`src/rtl/clk_step_pkg.sv`:
```
// Shared constants and types for the clock-source stage feeding the JK flip-flop experiment.
package clk_step_pkg;

  localparam logic MODE_FREE = 1'b0;
  localparam logic MODE_STEP = 1'b1;

  localparam int DEF_DIV_HALF   = 27000000;
  localparam int DEF_DEB_CYCLES = 270000;
  localparam int DEF_PULSE_LEN  = 1350000;
  localparam int DEF_CNT_W      = 27;

  typedef enum logic [1:0] {
    IDLE,
    PRESS_WAIT,
    HELD,
    RELEASE_WAIT
  } deb_state_t;

endpackage

```
`src/rtl/clk_step_gen_if.sv`:
```
// Switch/button inputs and clock outputs of the clock-source stage.
interface clk_step_gen_if;

  logic CLKen;
  logic MODE;
  logic CP;
  logic CLKout;
  logic STEPBUSY;

  modport master (output CLKen, MODE, CP, input CLKout, STEPBUSY);
  modport slave  (input CLKen, MODE, CP, output CLKout, STEPBUSY);

endinterface

```
`src/rtl/btn_debounce.sv`:
```
// Push-button synchronizer and debounce FSM; emits one press_req pulse per physical press.
module btn_debounce
  import clk_step_pkg::*;
#(
  parameter int DEB_CYCLES = DEF_DEB_CYCLES,
  parameter int CNT_W      = DEF_CNT_W
) (
  input  logic exCLK,
  input  logic RST,
  input  logic btn,
  output logic press_req
);

  localparam logic [CNT_W-1:0] DEB_LAST = CNT_W'(DEB_CYCLES - 1);
  localparam logic [CNT_W-1:0] ONE      = CNT_W'(1);

  logic [1:0]       sync_reg;
  logic [1:0]       vld_reg;
  logic             armed_reg, armed_next;
  deb_state_t       state_reg, state_next;
  logic [CNT_W-1:0] cnt_reg, cnt_next;
  logic             press_reg, press_next;
  logic             cp_s;

  assign cp_s      = sync_reg[1];
  assign press_req = press_reg;

  always_ff @(posedge exCLK) begin
    if (RST) begin
      sync_reg  <= '0;
      vld_reg   <= '0;
      armed_reg <= 1'b0;
      state_reg <= IDLE;
      cnt_reg   <= '0;
      press_reg <= 1'b0;
    end else begin
      sync_reg  <= {sync_reg[0], btn};
      vld_reg   <= {vld_reg[0], 1'b1};
      armed_reg <= armed_next;
      state_reg <= state_next;
      cnt_reg   <= cnt_next;
      press_reg <= press_next;
    end
  end

  // A button already held through reset must be released before it can count as a press.
  always_comb begin
    state_next = state_reg;
    cnt_next   = cnt_reg;
    press_next = 1'b0;
    armed_next = armed_reg | (vld_reg[1] & ~cp_s);
    case (state_reg)
      IDLE: begin
        if (cp_s && armed_reg) begin
          if (DEB_LAST == '0) begin
            state_next = HELD;
            press_next = 1'b1;
          end else begin
            state_next = PRESS_WAIT;
            cnt_next   = ONE;
          end
        end
      end
      PRESS_WAIT: begin
        if (!cp_s) begin
          state_next = IDLE;
          cnt_next   = '0;
        end else if (cnt_reg == DEB_LAST) begin
          state_next = HELD;
          cnt_next   = '0;
          press_next = 1'b1;
        end else begin
          cnt_next = cnt_reg + ONE;
        end
      end
      HELD: begin
        if (!cp_s) begin
          if (DEB_LAST == '0) begin
            state_next = IDLE;
          end else begin
            state_next = RELEASE_WAIT;
            cnt_next   = ONE;
          end
        end
      end
      RELEASE_WAIT: begin
        if (cp_s) begin
          state_next = HELD;
          cnt_next   = '0;
        end else if (cnt_reg == DEB_LAST) begin
          state_next = IDLE;
          cnt_next   = '0;
        end else begin
          cnt_next = cnt_reg + ONE;
        end
      end
      default: begin
        state_next = IDLE;
        cnt_next   = '0;
      end
    endcase
  end

endmodule

```
`src/rtl/clk_step_gen.sv`:
```
// Free-running divided clock or debounced single-step pulses, gated so that
// the downstream flip-flop stage only ever sees full-width high phases.
module clk_step_gen
  import clk_step_pkg::*;
#(
  parameter int DIV_HALF   = DEF_DIV_HALF,
  parameter int DEB_CYCLES = DEF_DEB_CYCLES,
  parameter int PULSE_LEN  = DEF_PULSE_LEN,
  parameter int CNT_W      = DEF_CNT_W
) (
  input logic           exCLK,
  input logic           RST,
  clk_step_gen_if.slave bus
);

  localparam logic [CNT_W-1:0] DIV_LAST   = CNT_W'(DIV_HALF);
  localparam logic [CNT_W-1:0] PULSE_LAST = CNT_W'(PULSE_LEN - 1);
  localparam logic [CNT_W-1:0] ONE        = CNT_W'(1);

  logic [1:0]       en_sync_reg;
  logic [1:0]       mode_sync_reg;
  logic [CNT_W-1:0] div_cnt_reg;
  logic [CNT_W-1:0] pulse_cnt_reg;
  logic             phase_reg;
  logic             en_q_reg;
  logic             mode_q_reg;
  logic             clkout_reg;
  logic             busy_reg;
  logic             press_req;
  logic             gate_open;

  btn_debounce #(
    .DEB_CYCLES (DEB_CYCLES),
    .CNT_W      (CNT_W)
  ) u_deb (
    .exCLK     (exCLK),
    .RST       (RST),
    .btn       (bus.CP),
    .press_req (press_req)
  );

  // Enable and mode may only change while the output is idle low and the divider is in its low phase.
  assign gate_open = !clkout_reg && !busy_reg && !phase_reg;

  always_ff @(posedge exCLK) begin
    if (RST) begin
      en_sync_reg   <= '0;
      mode_sync_reg <= '0;
      div_cnt_reg   <= '0;
      pulse_cnt_reg <= '0;
      phase_reg     <= 1'b0;
      en_q_reg      <= 1'b0;
      mode_q_reg    <= MODE_FREE;
      clkout_reg    <= 1'b0;
      busy_reg      <= 1'b0;
    end else begin
      en_sync_reg   <= {en_sync_reg[0], bus.CLKen};
      mode_sync_reg <= {mode_sync_reg[0], bus.MODE};

      if (div_cnt_reg == DIV_LAST) begin
        div_cnt_reg <= '0;
        phase_reg   <= ~phase_reg;
      end else begin
        div_cnt_reg <= div_cnt_reg + ONE;
      end

      if (gate_open) begin
        en_q_reg   <= en_sync_reg[1];
        mode_q_reg <= mode_sync_reg[1];
      end

      if (mode_q_reg == MODE_STEP) begin
        if (busy_reg) begin
          if (pulse_cnt_reg == PULSE_LAST) begin
            busy_reg      <= 1'b0;
            clkout_reg    <= 1'b0;
            pulse_cnt_reg <= '0;
          end else begin
            pulse_cnt_reg <= pulse_cnt_reg + ONE;
          end
        end else if (press_req && en_q_reg) begin
          busy_reg      <= 1'b1;
          clkout_reg    <= 1'b1;
          pulse_cnt_reg <= '0;
        end
      end else begin
        clkout_reg    <= phase_reg & en_q_reg;
        busy_reg      <= 1'b0;
        pulse_cnt_reg <= '0;
      end
    end
  end

  assign bus.CLKout   = clkout_reg;
  assign bus.STEPBUSY = busy_reg;

endmodule

```
`src/flat_wrapper.sv`:
```
// flat-port wrapper written by rule: the top's interface ports become plain ports
module clk_step_gen_flat import clk_step_pkg::*;
#(
  parameter int DIV_HALF   = DEF_DIV_HALF,
  parameter int DEB_CYCLES = DEF_DEB_CYCLES,
  parameter int PULSE_LEN  = DEF_PULSE_LEN,
  parameter int CNT_W      = DEF_CNT_W
)
  (exCLK, RST, bus_CLKen, bus_MODE, bus_CP, bus_CLKout, bus_STEPBUSY);
  clk_step_gen_if bus_i ();
  input logic exCLK;
  input logic RST;
  input wire logic [$bits(bus_i.CLKen)-1:0] bus_CLKen;
  input wire logic [$bits(bus_i.MODE)-1:0] bus_MODE;
  input wire logic [$bits(bus_i.CP)-1:0] bus_CP;
  output wire logic [$bits(bus_i.CLKout)-1:0] bus_CLKout;
  output wire logic [$bits(bus_i.STEPBUSY)-1:0] bus_STEPBUSY;
  assign bus_i.CLKen = bus_CLKen;
  assign bus_i.MODE = bus_MODE;
  assign bus_i.CP = bus_CP;
  assign bus_CLKout = bus_i.CLKout;
  assign bus_STEPBUSY = bus_i.STEPBUSY;
  clk_step_gen #(.DIV_HALF(DIV_HALF), .DEB_CYCLES(DEB_CYCLES), .PULSE_LEN(PULSE_LEN), .CNT_W(CNT_W)) u_core (.exCLK(exCLK), .RST(RST), .bus(bus_i));
endmodule
```
`config.mk`:
```
export PLATFORM = sky130hd
export DESIGN_NAME = clk_step_gen_flat
export DESIGN_NICKNAME = d
export VERILOG_FILES = /design/src/rtl/clk_step_pkg.sv /design/src/rtl/clk_step_gen_if.sv /design/src/rtl/btn_debounce.sv /design/src/rtl/clk_step_gen.sv /design/src/flat_wrapper.sv
export SDC_FILE = /design/constraint.sdc
export NUM_CORES = 1
export LEC_CHECK = 0
export CAP_MARGIN = 20
export CORE_ASPECT_RATIO = 0.6
export CORE_MARGIN = 3
export CORE_UTILIZATION = 50
export DETAILED_ROUTE_END_ITERATION = 16
export HOLD_SLACK_MARGIN = 0.03
export PLACE_DENSITY = 0.69
export RECOVER_POWER = 25
export SLEW_MARGIN = 20
export SYNTH_ARGS = -nofsm -noshare
export SYNTH_HDL_FRONTEND = slang
export SYNTH_SLANG_ARGS = --single-unit
```
`constraint.sdc`:
```
create_clock -name exCLK -period 1.8 [get_ports exCLK]
set_input_delay 0.36 -clock exCLK [delete_from_list [all_inputs] [get_ports exCLK]]
set_output_delay 0.36 -clock exCLK [all_outputs]
set_load 0.005 [all_outputs]
```
Yosys cells after proc, flatten, opt, wreduce, memory -nomap -nowiden --
Cells that the tools add are included.
Operators by class: add/subtract/negate cells 3, muxes and demuxes 25, reduce and logical (&&, ||, !) cells 15, bitwise gates (word level) 7, equality and inequality tests 12
Operators with widths (number):
- 2-to-1 mux 27 bit | 8
- case mux 27 bit (4 select lines) | 1
- adder 27 x 1 -> 27 bit, second input constant | 3
- == test 27 x 19 -> 1 bit, second input constant | 1
- == test 27 x 21 -> 1 bit, second input constant | 1
- == test 27 x 25 -> 1 bit, second input constant | 1
- 2-to-1 mux 2 bit | 6
- inequality test 3 bit, second input constant | 4
- 2-to-1 mux 1 bit | 9
- case mux 2 bit (4 select lines) | 1
- == test 2 bit, second input constant | 2
- logical AND 1 bit | 4
- inequality test 2 bit, second input constant | 2
- NOT 1 bit | 4
- AND reduction 2 bit | 2
- AND reduction 4 bit | 1
- OR reduction 2 bit | 2
- logical NOT 1 bit | 3
- OR reduction 3 bit | 1
- bitwise AND 1 bit | 2
- == test 2 x 1 -> 1 bit, second input constant | 1
- logical NOT 2 bit | 1
- nonzero test 2 bit | 1
- bitwise OR 1 bit | 1
Storage, ports and cells: bits of input ports 5, output and inout port bits 2, bits in registers 98, word-level logic and storage cells 78

Logic depth before layout (Yosys ltp) --
Gate-level depths: netlist of the first run.
depth in word-level cells 4, mapped depth 8, depth with buffers taken out 7

Hierarchy --
Synthesis of the first run repeated with hierarchy kept, for this count alone.
Unflattened totals: cells, all modules 540, area, all modules 4574.4 um2
Modules (own cells, without submodules):
- clk_step_gen | times used 1, cells an instance 351, area each 2960.3 um2, sequential area each 1261.2 um2
- btn_debounce | times used 1, cells an instance 189, area each 1614.0 um2, sequential area each 700.7 um2

Least setup slack after synthesis of the first run --
Ideal clock, no wire load.
kind register to register, start reg u_core.pulse_cnt_reg[16], end reg u_core.pulse_cnt_reg[26], path buffers 1, clock period less this slack 1.907 ns, stages on the path, launching flop included 6, data required time 1.678 ns, slack -0.107 ns, data arrival time 1.786 ns, setup time 0.122 ns, cells stage by stage dfxtp_1 -> or4b_4 -> nor4_4 -> a21oi_2 -> buf_6 -> a221o_1
Between the ends: longest elaborated chain between the ends 3, elaborated cells between the ends (all ways) 4, those cells by class 1 x add/sub; 1 x eq/ne; 2 x mux
RTL lines:
- start, declared | line clk_step_gen.sv:23 | logic [CNT_W-1:0] pulse_cnt_reg;
- start signal, assigned | line clk_step_gen.sv:79 | pulse_cnt_reg <= pulse_cnt_reg + ONE;
- adder 27 x 1 -> 27 bit or == test 27 x 21 -> 1 bit (tied branches) | line clk_step_gen.sv:79, clk_step_gen.sv:74
- 2-to-1 mux 27 bit (*) | line clk_step_gen.sv:74 | if (pulse_cnt_reg == PULSE_LAST) begin
- 2-to-1 mux 27 bit (*) | line clk_step_gen.sv:73 | if (busy_reg) begin
Mark *: on every way between the ends. The rest lies on a longest branch, timed or not. A chain may end at the register's enable or synchronous reset.

Worst setup path in the final report of the first run --
start reg u_core.pulse_cnt_reg[9], end reg u_core.pulse_cnt_reg[15]
The elaborated chain is that of the path after synthesis.

==> key figures, run 1 <==
Min path
  – Hold path start: u_core.u_deb.sync_reg[0]$_SDFF_PP0_
  – Hold crit path type: reg2reg

Floorplan
  – I/O pin count: 7
  – Initial Utilization: 53.1%
  – # rows: 26
  – Die span in y: 80.8 um
  – Core footprint: 0.00878 mm2
  – Die area: 0.0106 mm2
  – Die X: approximately 130 um

STA
  – Setup Viol. Count Final: 36
  – Period utilisation layout: 112%
  – Worst Clk Skew: 9.33 ps
  – Final Hold Fails: 0
  – Max Freq: 495 MHz
  – Setup WS post-layout: -221 ps
  – Slew Viols, Final: 0
  – Slew @ Worst Pin: 672 ps
  – Crit path time final: 2020 ps
  – Slew margin rel.: 55.2%
  – RSZ-0062 raised after global routing: true

Layout
  – Commonest non-fill, non-tap cell in the layout: buf_4
  – N_diodes: 0
  – # fillers: 643
  – Multi-input logic area: 0.00293 mm2
  – Final Net Count: 666
  – Layout cell share with drive strength beyond 1: between 20% and 30%
  – Post-layout util: 71.9%
  – Most frequent cells in the layout: 94 x buf_4, 87 x dfxtp_1, 77 x nor2_1, 48 x nand2_1
  – Area Growth Syn to Fin: 35.4%
  – Register area: 0.00198 mm2

Routing
  – DRC errors left: 0
  – Post-route ant nets: 0
  – DRT Pass-1 Iters: 5
  – Vias: 4,601
  – Vias/cell: roughly 5.9
  – WL/cell: 17.3 um
  – Initial DRC count: 493
  – Total Routed Length: 13.4 mm

Yosys
  – Sequential cell area fraction in the yosys report: 42.1%
  – Async S/R FF share, synth: 0%
  – Mean Syn Cell Area: 8.48 um2
  – Yosys warning count: 0
  – Synth Register Bits: 98
  – Post-Synthesis Cells: 550
  – Distinct cells, synth: 57
  – Syn_nets: approximately 560
  – Post-synth EDFFs: 0
  – Leading register cell type out of synthesis: dfxtp_1
  – Mapped cell area: about 0.0047 mm2

Power and ir drop
  – Worst vdd ir: 0.000508 V
  – Clk pwr share: a little under half
  – P_leak: between 2 and 2.5 nW
  – Pwr Density: 686 mW/mm2
  – Net Sw Frac: between 20 and 25%
  – Int Pwr: approximately 0.0034 W
  – Sw Pwr: around 0.00095 W
  – Power Total: 0.00433 W
  – Comb pwr share: under 10%
  – Flop pwr share: 50.8%

Critical path
  – Worst path most repeated cell: buf_12
  – Worst setup startpoint: u_core.pulse_cnt_reg[9]$_SDFFE_PP0P_
  – Reg2Reg Launch Point: u_core.pulse_cnt_reg[9]$_SDFFE_PP0P_
  – CP arrival: approximately 2300 ps
  – Nature of the critical path endpoint: flop
  – CP required: about 2100 ps
  – CP top delay family: simple AND/OR/NAND/NOR gates
  – CP Buf/Inv Count: 2
  – Critical Path Slowest Stage Cell: or4b_1
  – CP Class: reg2reg
  – Max FO, Critical Path: 11
  – Crit-path cells: or4b_1, nor4_4, a21oi_2, buf_12, buf_12, a21o_1, a22o_1
  – Crit path launch type: flop
  – CP max stage delay: 660 ps

CTS
  – H-tree depth: 3
  – Clock Tree Buf Depth: 2
  – Clk pin slew, worst setup/hold paths: ~70 ps
  – Hold_buf cts: 0
  – Clock tree root driver cell: clkbuf_16
  – CTS tree: done
  – Clock sink count: 98
  – TritonCTS Buffers: 9
  – Worst-Skew Late Latency: 350 ps

Place
  – Port buffer count: 6
  – Placer Congestion: 0.952
  – HPWL reported at the end of detailed placement: 8.66 mm

Run
  – Max Cap Viol: 0

Global route
  – Initial antenna violation count: 0
  – Number of global-route vias before repair: 4,170
  – Largest net degree at the start of global routing: 17
  – GRT Overall Usage: 24.8%
  – Grt ovf: 0
  – First-pass GRT wire length: approximately 21 mm

Run status
  – Failing checks: setup timing
  – Status: finished with violations
-- cells in the mapped netlist (3+ instances only) --
library cell  number  share of area (%)
a21o_1             4               0.64
a21oi_1           23                2.5
a22o_1             3               0.56
a31oi_1           16                2.1
a41oi_1            5               0.94
and2_1             6               0.81
and3_1            16                2.1
and4_1            10                1.9
and4b_1            3               0.64
buf_2              6               0.64
clkbuf_1          10               0.81
dfxtp_1           98                 42
ha_1               4                1.1
inv_1             10               0.81
mux2i_1            7                1.5
nand2_1           49                3.9
nand3_1           29                3.1
nand4_1           25                3.4
nor2_1            82                6.6
nor2b_1           10                1.3
nor3_1            16                1.7
nor4_1            11                1.5
nor4b_1            5               0.94
o211ai_1           4               0.64
o21ai_0            9               0.97
or3_1              4               0.54
xnor2_1           27                5.1
xor2_1            17                3.2
-- routing by layer --
layer	routed length, um	global-route usage [%]
met3	1040	8.08
met5	0	0
met2	5870	35.7
met1	6300	36.5
met4	174	4.93
-- layout make-up --
cell class                 count  area share, %
multi-input combinational    425           46.3
sequential                    98           31.3
timing repair buffer         112           14.7
tap                          112           2.22
inverter                      11          0.654
clock buffer                  10           3.79
clock inverter                 6           1.03
-- power by group through the flow --
stage               clock [W]  sequential (W)  combinational (W)
floorplan                   0         0.00225          0.0000630
global placement            0         0.00225           0.000118
detailed placement          0         0.00225           0.000122
CTS                   0.00199         0.00220           0.000135
global route          0.00212         0.00220           0.000170
finish                0.00197         0.00220           0.000158
-- logic make-up (layout without fill, tap and decap cells) --
| group | Yosys count | in the layout | share of synthesized area [%] |
|---|---|---|---|
| adders and majority gates | 4 | 4 | 1.07 |
| AOI/OAI and AO/OA | 82 | 82 | 11.5 |
| muxes | 7 | 7 | 1.50 |
| xor gates and xnor gates | 44 | 44 | 8.27 |
| buffers and inverters | 30 | 139 | 2.90 |
| DFF | 98 | 98 | 42.1 |
| and+or+nand+nor | 285 | 288 | 32.7 |
-- timing repair --
action                                  in CTS  in global routing
gates resized for setup                     20                 59
hold endpoints to repair                     0                  0
pin swaps                                    7                 14
endpoints found under the setup margin      57                 80
setup buffers                                2                  4
cloned                                       1                  3
-- final timing paths --
path,end,slack (ps),depth (start not counted)
worst max-delay path,u_core.pulse_cnt_reg[15]$_SDFFE_PP0P_,-220,7
worst min-delay path,u_core.u_deb.sync_reg[1]$_SDFF_PP0_,450,1
worst max register to register,u_core.pulse_cnt_reg[15]$_SDFFE_PP0P_,-220,7
worst min register to register,u_core.u_deb.sync_reg[1]$_SDFF_PP0_,450,1
-- metrics by stage --
| step | setup TNS, ps | cell area (um2) | worst slack, ps | hold slack (ps) | instances |
|---|---|---|---|---|---|
| floorplan | -497 | 4680 | -107 | 414 | 550 |
| global placement | -5810 | 5590 | -176 | 418 | 748 |
| detailed placement | -9080 | 5590 | -215 | 433 | 748 |
| CTS | -3400 | 6000 | -218 | 448 | 767 |
| global route | -8000 | 6310 | -287 | 457 | 774 |
| finish | -3560 | 6310 | -221 | 446 | 774 |
Power figures use the tool's default switching activity.
==> inputs of run 2 (changes only) <==
- CORE_ASPECT_RATIO: 0.6 -> 1.5
==> key figures, run 2 (synthesized netlist as in run 1, its figures left out) <==
CTS
  – Clock sink count: 98 (unchanged)
  – TritonCTS Buffers: 9 (unchanged)
  – CTS tree: done (unchanged)
  – Clk pin slew, worst setup/hold paths: 70 ps (about the same)
  – Worst-Skew Late Latency: 340 ps (was 350 ps)
  – Clock Tree Buf Depth: 2 (unchanged)
  – H-tree depth: 3 (unchanged)
  – Clock tree root driver cell: clkbuf_16 (unchanged)

Critical path
  – CP top delay family: simple AND/OR/NAND/NOR gates (unchanged)
  – Crit path launch type: flop (unchanged)
  – Reg2reg setup slack: -200 ps (was -220 ps)
  – Reg2Reg Launch Point: u_core.pulse_cnt_reg[16]$_SDFFE_PP0P_ (was u_core.pulse_cnt_reg[9]$_SDFFE_PP0P_)
  – CP max stage delay: 550 ps (was 660 ps)
  – CP Buf/Inv Count: 1 (was 2)
  – Reg2Reg Depth: 6 (was 7)
  – Max FO, Critical Path: 10 (was 11)
  – Critical Path Slowest Stage Cell: or4b_4 (was or4b_1)
  – CP Class: reg2reg (unchanged)
  – CP required: 2030 ps (was 2050 ps)
  – Crit-path cells: or4b_4, nor4_4, a21oi_2, buf_6, and3_1, a221o_1 (was or4b_1, nor4_4, a21oi_2, buf_12, buf_12, a21o_1, a22o_1)
  – CP arrival: 2240 ps (was 2270 ps)
  – Nature of the critical path endpoint: flop (unchanged)
  – Reg2reg end: u_core.pulse_cnt_reg[26]$_SDFFE_PP0P_ (was u_core.pulse_cnt_reg[15]$_SDFFE_PP0P_)

Routing
  – Vias/cell: 5.90 (was 5.94)
  – Vias: 4,572 (was 4,601)
  – WL/cell: 16.1 um (was 17.3 um)
  – WL met1: 4.81 mm (was 6.30 mm)
  – Total Routed Length: 12.5 mm (was 13.4 mm)
  – Max Used Layer: met4 (unchanged)
  – DR WL met3: 425 um (was 1.04 mm)
  – Initial DRC count: 282 (was 493)
  – DRC errors left: 0 (unchanged)
  – DRT Pass-1 Iters: 5 (unchanged)
  – Met2 wire length: 6.73 mm (was 5.87 mm)
  – Post-route ant nets: 0 (unchanged)

Power and ir drop
  – Worst vdd ir: 0.000552 V (was 0.000508 V)
  – Pwr Density: 697 mW/mm2 (was 686 mW/mm2)
  – P_leak: 2.38 nW (was 2.39 nW)

Global route
  – Largest net degree at the start of global routing: 17 (unchanged)
  – First-pass GRT wire length: 19.9 mm (was 20.6 mm)
  – Number of global-route vias before repair: 4,447 (was 4,170)
  – GRT Overall Usage: 22.9% (was 24.8%)
  – Grt ovf: 0 (unchanged)
  – Initial antenna violation count: 0 (unchanged)

Run
  – Max Cap Viol: 0 (unchanged)

STA
  – Worst Clk Skew: 5.95 ps (was 9.33 ps)
  – RSZ-0062 raised after global routing: true (unchanged)
  – Slew margin rel.: 56.5% (was 55.2%)
  – Period utilisation layout: 111% (was 112%)
  – Crit path time final: 2000 ps (was 2020 ps)
  – Setup WS post-layout: -205 ps (was -221 ps)
  – Post-route setup TNS: -6770 ps (was -3560 ps)
  – Slew Viols, Final: 0 (unchanged)
  – Final Hold Fails: 0 (unchanged)
  – Slew @ Worst Pin: 653 ps (was 672 ps)
  – Setup Viol. Count Final: 53 (was 36)
  – Max Freq: 499 MHz (was 495 MHz)

Min path
  – Hold path start: u_core.en_sync_reg[0]$_SDFF_PP0_ (was u_core.u_deb.sync_reg[0]$_SDFF_PP0_)
  – Hold crit path type: reg2reg (unchanged)
  – WHS Path Cells: 1 (unchanged)
  – End of the worst hold path: u_core.en_sync_reg[1]$_SDFF_PP0_ (was u_core.u_deb.sync_reg[1]$_SDFF_PP0_)

Layout
  – Layout cell share with drive strength beyond 1: 29.9% (was 28.5%)
  – Post-route insts no fill: 775 (was 774)
  – Area Growth Syn to Fin: 35.9% (was 35.4%)
  – Final Net Count: 669 (was 666)
  – Commonest non-fill, non-tap cell in the layout: buf_4 (unchanged)
  – Most frequent cells in the layout: 101 x buf_4, 87 x dfxtp_1, 67 x nor2_1, 47 x nand2_1, 29 x nand3_1 (was 94 x buf_4, 87 x dfxtp_1, 77 x nor2_1, 48 x nand2_1)
  – N_diodes: 0 (unchanged)

Floorplan
  – Die area: 0.0105 mm2 (was 0.0106 mm2)
  – Initial Utilization: 52.2% (was 53.1%)
  – Die X: 84.8 um (was 131 um)
  – Core footprint: 0.00893 mm2 (was 0.00878 mm2)
  – I/O pin count: 7 (unchanged)
  – Die span in y: 124 um (was 80.8 um)
  – # rows: 42 (was 26)

Place
  – Post-Place Setup Slack: -270 ps (was -215 ps)
  – Port buffer count: 6 (unchanged)
  – Inst Count DP: 751 (was 748)
  – Placer Congestion: 0.859 (was 0.952)
  – HPWL reported at the end of detailed placement: 8.45 mm (was 8.66 mm)

Run status
  – Failing checks: setup timing (unchanged)
  – Status: finished with violations (unchanged)
## run 2: report_power, final
part | internal [W] | total, W | switching, W
Combinational | 0.0000782 | 0.000169 | 0.0000911
Clock | 0.00126 | 0.00204 | 0.000785
Sequential | 0.00219 | 0.00220 | 0.0000129
Total | 0.00352 | 0.00441 | 0.000889
## run 2: repair_timing
| item | 4_1_cts | 5_1_grt |
|---|---|---|
| endpoints found under the setup margin | 69 | 82 |
| resized for setup | 19 | 75 |
| cloned | 1 | 3 |
| buffers inserted | 2 | 2 |
| pin swaps | 12 | 41 |
| hold buffers | 0 | 0 |
## run 2: routing by layer
metal	up-vias	track usage, %
met5	-	0
li1	2232	-
met3	43	5.29
met4	0	12.2
met2	106	40.0
met1	2191	25.2
## run 2: layout make-up
class | count | area, um2
Clock buffer | 14 | 254
Clock inverter | 2 | 60.1
Fill cell | 660 | 2600
Inverter | 11 | 41.3
Multi-Input combinational cell | 425 | 2960
Sequential cell | 98 | 1980
Tap cell | 110 | 138
Timing Repair Buffer | 115 | 906
## run 2: worst max path at each step
| stage | start | to | slack [ps] | cells after the start |
|---|---|---|---|---|
| 6_report | u_core.pulse_cnt_reg[16]$_SDFFE_PP0P_ | u_core.pulse_cnt_reg[26]$_SDFFE_PP0P_ | -200 | 6 |
| 2_1_floorplan | u_core.pulse_cnt_reg[16]$_SDFFE_PP0P_ | u_core.pulse_cnt_reg[26]$_SDFFE_PP0P_ | -110 | 5 |
| 3_5_place_dp | RST | u_core.pulse_cnt_reg[19]$_SDFFE_PP0P_ | -270 | 8 |
| 4_1_cts | u_core.pulse_cnt_reg[19]$_SDFFE_PP0P_ | u_core.pulse_cnt_reg[26]$_SDFFE_PP0P_ | -200 | 6 |
| 3_3_place_gp | u_core.pulse_cnt_reg[19]$_SDFFE_PP0P_ | u_core.pulse_cnt_reg[26]$_SDFFE_PP0P_ | -210 | 6 |
| 5_1_grt | u_core.pulse_cnt_reg[16]$_SDFFE_PP0P_ | u_core.pulse_cnt_reg[26]$_SDFFE_PP0P_ | -270 | 6 |
## run 2: stage by stage
stage	total power [W]	hold slack [ps]	cell area (um2)	utilization [%]
after floorplan	0.00231	414	4680	-
after detailed placement	0.00237	431	5580	62.4
after CTS	0.00441	445	6000	67.2
after global routing	0.00455	457	6330	70.9
after global placement	0.00236	421	5580	62.4
final	0.00441	437	6330	70.9
==> inputs of run 3 (changes only) <==
- CORE_MARGIN: 3 -> not set
==> key figures, run 3 (synthesized netlist as in run 1, its figures left out) <==
Critical path
  – Reg2Reg Depth: 7 (was 6)
  – CP arrival: 2290 ps (was 2240 ps)
  – Reg2Reg Launch Point: u_core.pulse_cnt_reg[17]$_SDFFE_PP0P_ (was u_core.pulse_cnt_reg[16]$_SDFFE_PP0P_)
  – Max FO, Critical Path: 7 (was 10)
  – Critical Path Slowest Stage Cell: or4b_4 (unchanged)
  – CP top delay family: simple AND/OR/NAND/NOR gates (unchanged)
  – Reg2reg setup slack: -250 ps (was -200 ps)
  – CP max stage delay: 550 ps (about the same)
  – CP Buf/Inv Count: 2 (was 1)
  – Crit path launch type: flop (unchanged)
  – CP required: 2040 ps (was 2030 ps)
  – Levels on crit path: 7 (was 6)
  – Nature of the critical path endpoint: flop (unchanged)
  – Reg2reg end: u_core.pulse_cnt_reg[15]$_SDFFE_PP0P_ (was u_core.pulse_cnt_reg[26]$_SDFFE_PP0P_)
  – CP Class: reg2reg (unchanged)
  – Crit-path cells: or4b_4, nor4_4, a21oi_2, buf_12, buf_8, a21o_1, a22o_1 (was or4b_4, nor4_4, a21oi_2, buf_6, and3_1, a221o_1)

Power and ir drop
  – Comb pwr share: 3.8% (about the same)
  – P_leak: 2.46 nW (was 2.38 nW)
  – Pwr Density: 676 mW/mm2 (was 697 mW/mm2)
  – Clk pwr share: 46.5% (was 46.3%)
  – Int Pwr: 0.00355 W (was 0.00352 W)
  – Flop pwr share: 49.7% (was 49.9%)
  – Worst vdd ir: 0.000579 V (was 0.000552 V)
  – Sw Pwr: 0.000871 W (was 0.000889 W)
  – Net Sw Frac: 19.7% (was 20.1%)

Routing
  – Total Routed Length: 12.7 mm (was 12.5 mm)
  – Initial DRC count: 254 (was 282)
  – Post-route ant nets: 0 (unchanged)
  – Vias: 4,643 (was 4,572)
  – DRC errors left: 0 (unchanged)
  – DRT Pass-1 Iters: 5 (unchanged)
  – Vias/cell: 5.94 (was 5.90)
  – WL/cell: 16.3 um (was 16.1 um)

Place
  – Port buffer count: 6 (unchanged)
  – Placer Congestion: 0.879 (was 0.859)
  – HPWL reported at the end of detailed placement: 8.40 mm (was 8.45 mm)
  – Placed cell areas: 0.00562 mm2 (was 0.00558 mm2)

STA
  – Setup Viol. Count Final: 56 (was 53)
  – Setup WS post-layout: -250 ps (was -205 ps)
  – Slew margin rel.: 49.3% (was 56.5%)
  – Period utilisation layout: 114% (was 111%)
  – Max Freq: 488 MHz (was 499 MHz)
  – Final Hold Fails: 0 (unchanged)
  – Slew @ Worst Pin: 761 ps (was 653 ps)
  – Fin Hold WS: 439 ps (was 437 ps)
  – RSZ-0062 raised after global routing: true (unchanged)
  – Slew Viols, Final: 0 (unchanged)
  – Worst Clk Skew: 5.11 ps (was 5.95 ps)
  – Crit path time final: 2050 ps (was 2000 ps)

CTS
  – Hold_buf cts: 0 (unchanged)
  – Clock tree root driver cell: clkbuf_16 (unchanged)
  – Clk pin slew, worst setup/hold paths: 60 ps (was 70 ps)
  – H-tree depth: 3 (unchanged)
  – Clock sink count: 98 (unchanged)
  – CTS tree: done (unchanged)
  – TritonCTS Buffers: 9 (unchanged)
  – Worst-Skew Late Latency: 340 ps (about the same)
  – Clock Tree Buf Depth: 2 (unchanged)

Min path
  – Hold path start: u_core.en_sync_reg[0]$_SDFF_PP0_ (unchanged)
  – End of the worst hold path: u_core.en_sync_reg[1]$_SDFF_PP0_ (unchanged)
  – WHS Path Cells: 1 (unchanged)
  – Hold crit path type: reg2reg (unchanged)

Global route
  – Met3 usage: 4.83% (was 5.29%)
  – Number of global-route vias before repair: 4,578 (was 4,447)
  – Largest net degree at the start of global routing: 20 (was 17)
  – GRT Overall Usage: 26.5% (was 22.9%)
  – Met2 Usage GRT: 47.0% (was 40.0%)
  – GR Layer Usage met1: 27.8% (was 25.2%)
  – Grt ovf: 0 (unchanged)
  – Initial antenna violation count: 0 (unchanged)
  – First-pass GRT wire length: 20.0 mm (was 19.9 mm)
  – Gr busiest metal: met2 (unchanged)

Floorplan
  – Die X: 80.8 um (was 84.8 um)
  – # rows: 42 (unchanged)
  – Core footprint: 0.00893 mm2 (unchanged)
  – I/O pin count: 7 (unchanged)
  – Die area: 0.00972 mm2 (was 0.0105 mm2)
  – Initial Utilization: 52.2% (unchanged)
  – Die span in y: 120 um (was 124 um)

Run status
  – Failing checks: setup timing (unchanged)
  – Status: finished with violations (unchanged)

Layout
  – Most frequent cells in the layout: 108 x buf_4, 87 x dfxtp_1, 56 x nor2_1, 48 x nand2_1, 28 x nand3_1 (was 101 x buf_4, 87 x dfxtp_1, 67 x nor2_1, 47 x nand2_1, 29 x nand3_1)
  – Commonest non-fill, non-tap cell in the layout: buf_4 (unchanged)
  – Final Net Count: 677 (was 669)
  – Layout cell share with drive strength beyond 1: 32.6% (was 29.9%)
  – N_diodes: 0 (unchanged)
  – Area Growth Syn to Fin: 40.3% (was 35.9%)
  – Final Instance Area: 0.00654 mm2 (was 0.00633 mm2)

Run
  – Max Cap Viol: 0 (unchanged)
## run 3: cell count changes in the layout (fill, tap and decap cells not counted), moves of 3 or more
cell | before | now
nor2_1 | 67 | 56
nor2_4 | 11 | 19
buf_4 | 101 | 108
clkbuf_1 | 6 | 2
buf_12 | 1 | 4
nor2_2 | 5 | 8
## run 3: stage by stage
stage / std cells / worst slack [ps] / setup TNS, ps / total power, W / util (%)
after detailed placement: 754 / -316 / -15550 / 0.00237 / 62.9
after CTS: 778 / -232 / -4470 / 0.00444 / 69.3
after global placement: 754 / -255 / -11280 / 0.00236 / 62.9
after floorplan: 550 / -107 / -497 / 0.00231 / -
after global routing: 782 / -351 / -11840 / 0.00458 / 73.2
final: 782 / -250 / -8390 / 0.00442 / 73.2
## run 3: what timing repair did
action	CTS	global route
resized for setup	38	82
cloned	2	2
buffers inserted	9	3
pin swaps	14	47
endpoints found under the setup margin	81	82
## run 3: routing by layer
layer,wire (um),share of wire [%]
met1,4940,39
met2,6900,54
met3,409,3.2
met4,477,3.7
met5,0,0
## run 3: how the worst max path moves through the flow
stage / from / to / slack, ps
after CTS: u_core.pulse_cnt_reg[21]$_SDFFE_PP0P_ / u_core.pulse_cnt_reg[15]$_SDFFE_PP0P_ / -230
after floorplan: u_core.pulse_cnt_reg[16]$_SDFFE_PP0P_ / u_core.pulse_cnt_reg[26]$_SDFFE_PP0P_ / -110
after detailed placement: RST / u_core.pulse_cnt_reg[19]$_SDFFE_PP0P_ / -320
after global routing: RST / u_core.pulse_cnt_reg[16]$_SDFFE_PP0P_ / -350
final: u_core.pulse_cnt_reg[17]$_SDFFE_PP0P_ / u_core.pulse_cnt_reg[15]$_SDFFE_PP0P_ / -250
after global placement: RST / u_core.pulse_cnt_reg[19]$_SDFFE_PP0P_ / -250
## run 3: power groups by stage
stage / sequential [W] / combinational (W) / clock [W]
5_1_grt: 0.00220 / 0.000183 / 0.00220
2_1_floorplan: 0.00225 / 0.0000630 / 0
6_report: 0.00220 / 0.000169 / 0.00205
3_5_place_dp: 0.00224 / 0.000123 / 0
4_1_cts: 0.00220 / 0.000135 / 0.00211
3_3_place_gp: 0.00224 / 0.000120 / 0
## run 3: cell type report
type | count | area [um2]
multi-input combinational | 425 | 3040
fill | 614 | 2390
sequential | 98 | 1980
timing repair buffer | 123 | 1030
clock buffer | 13 | 260
tap | 110 | 138
clock inverter | 2 | 60.1
inverter | 11 | 41.3
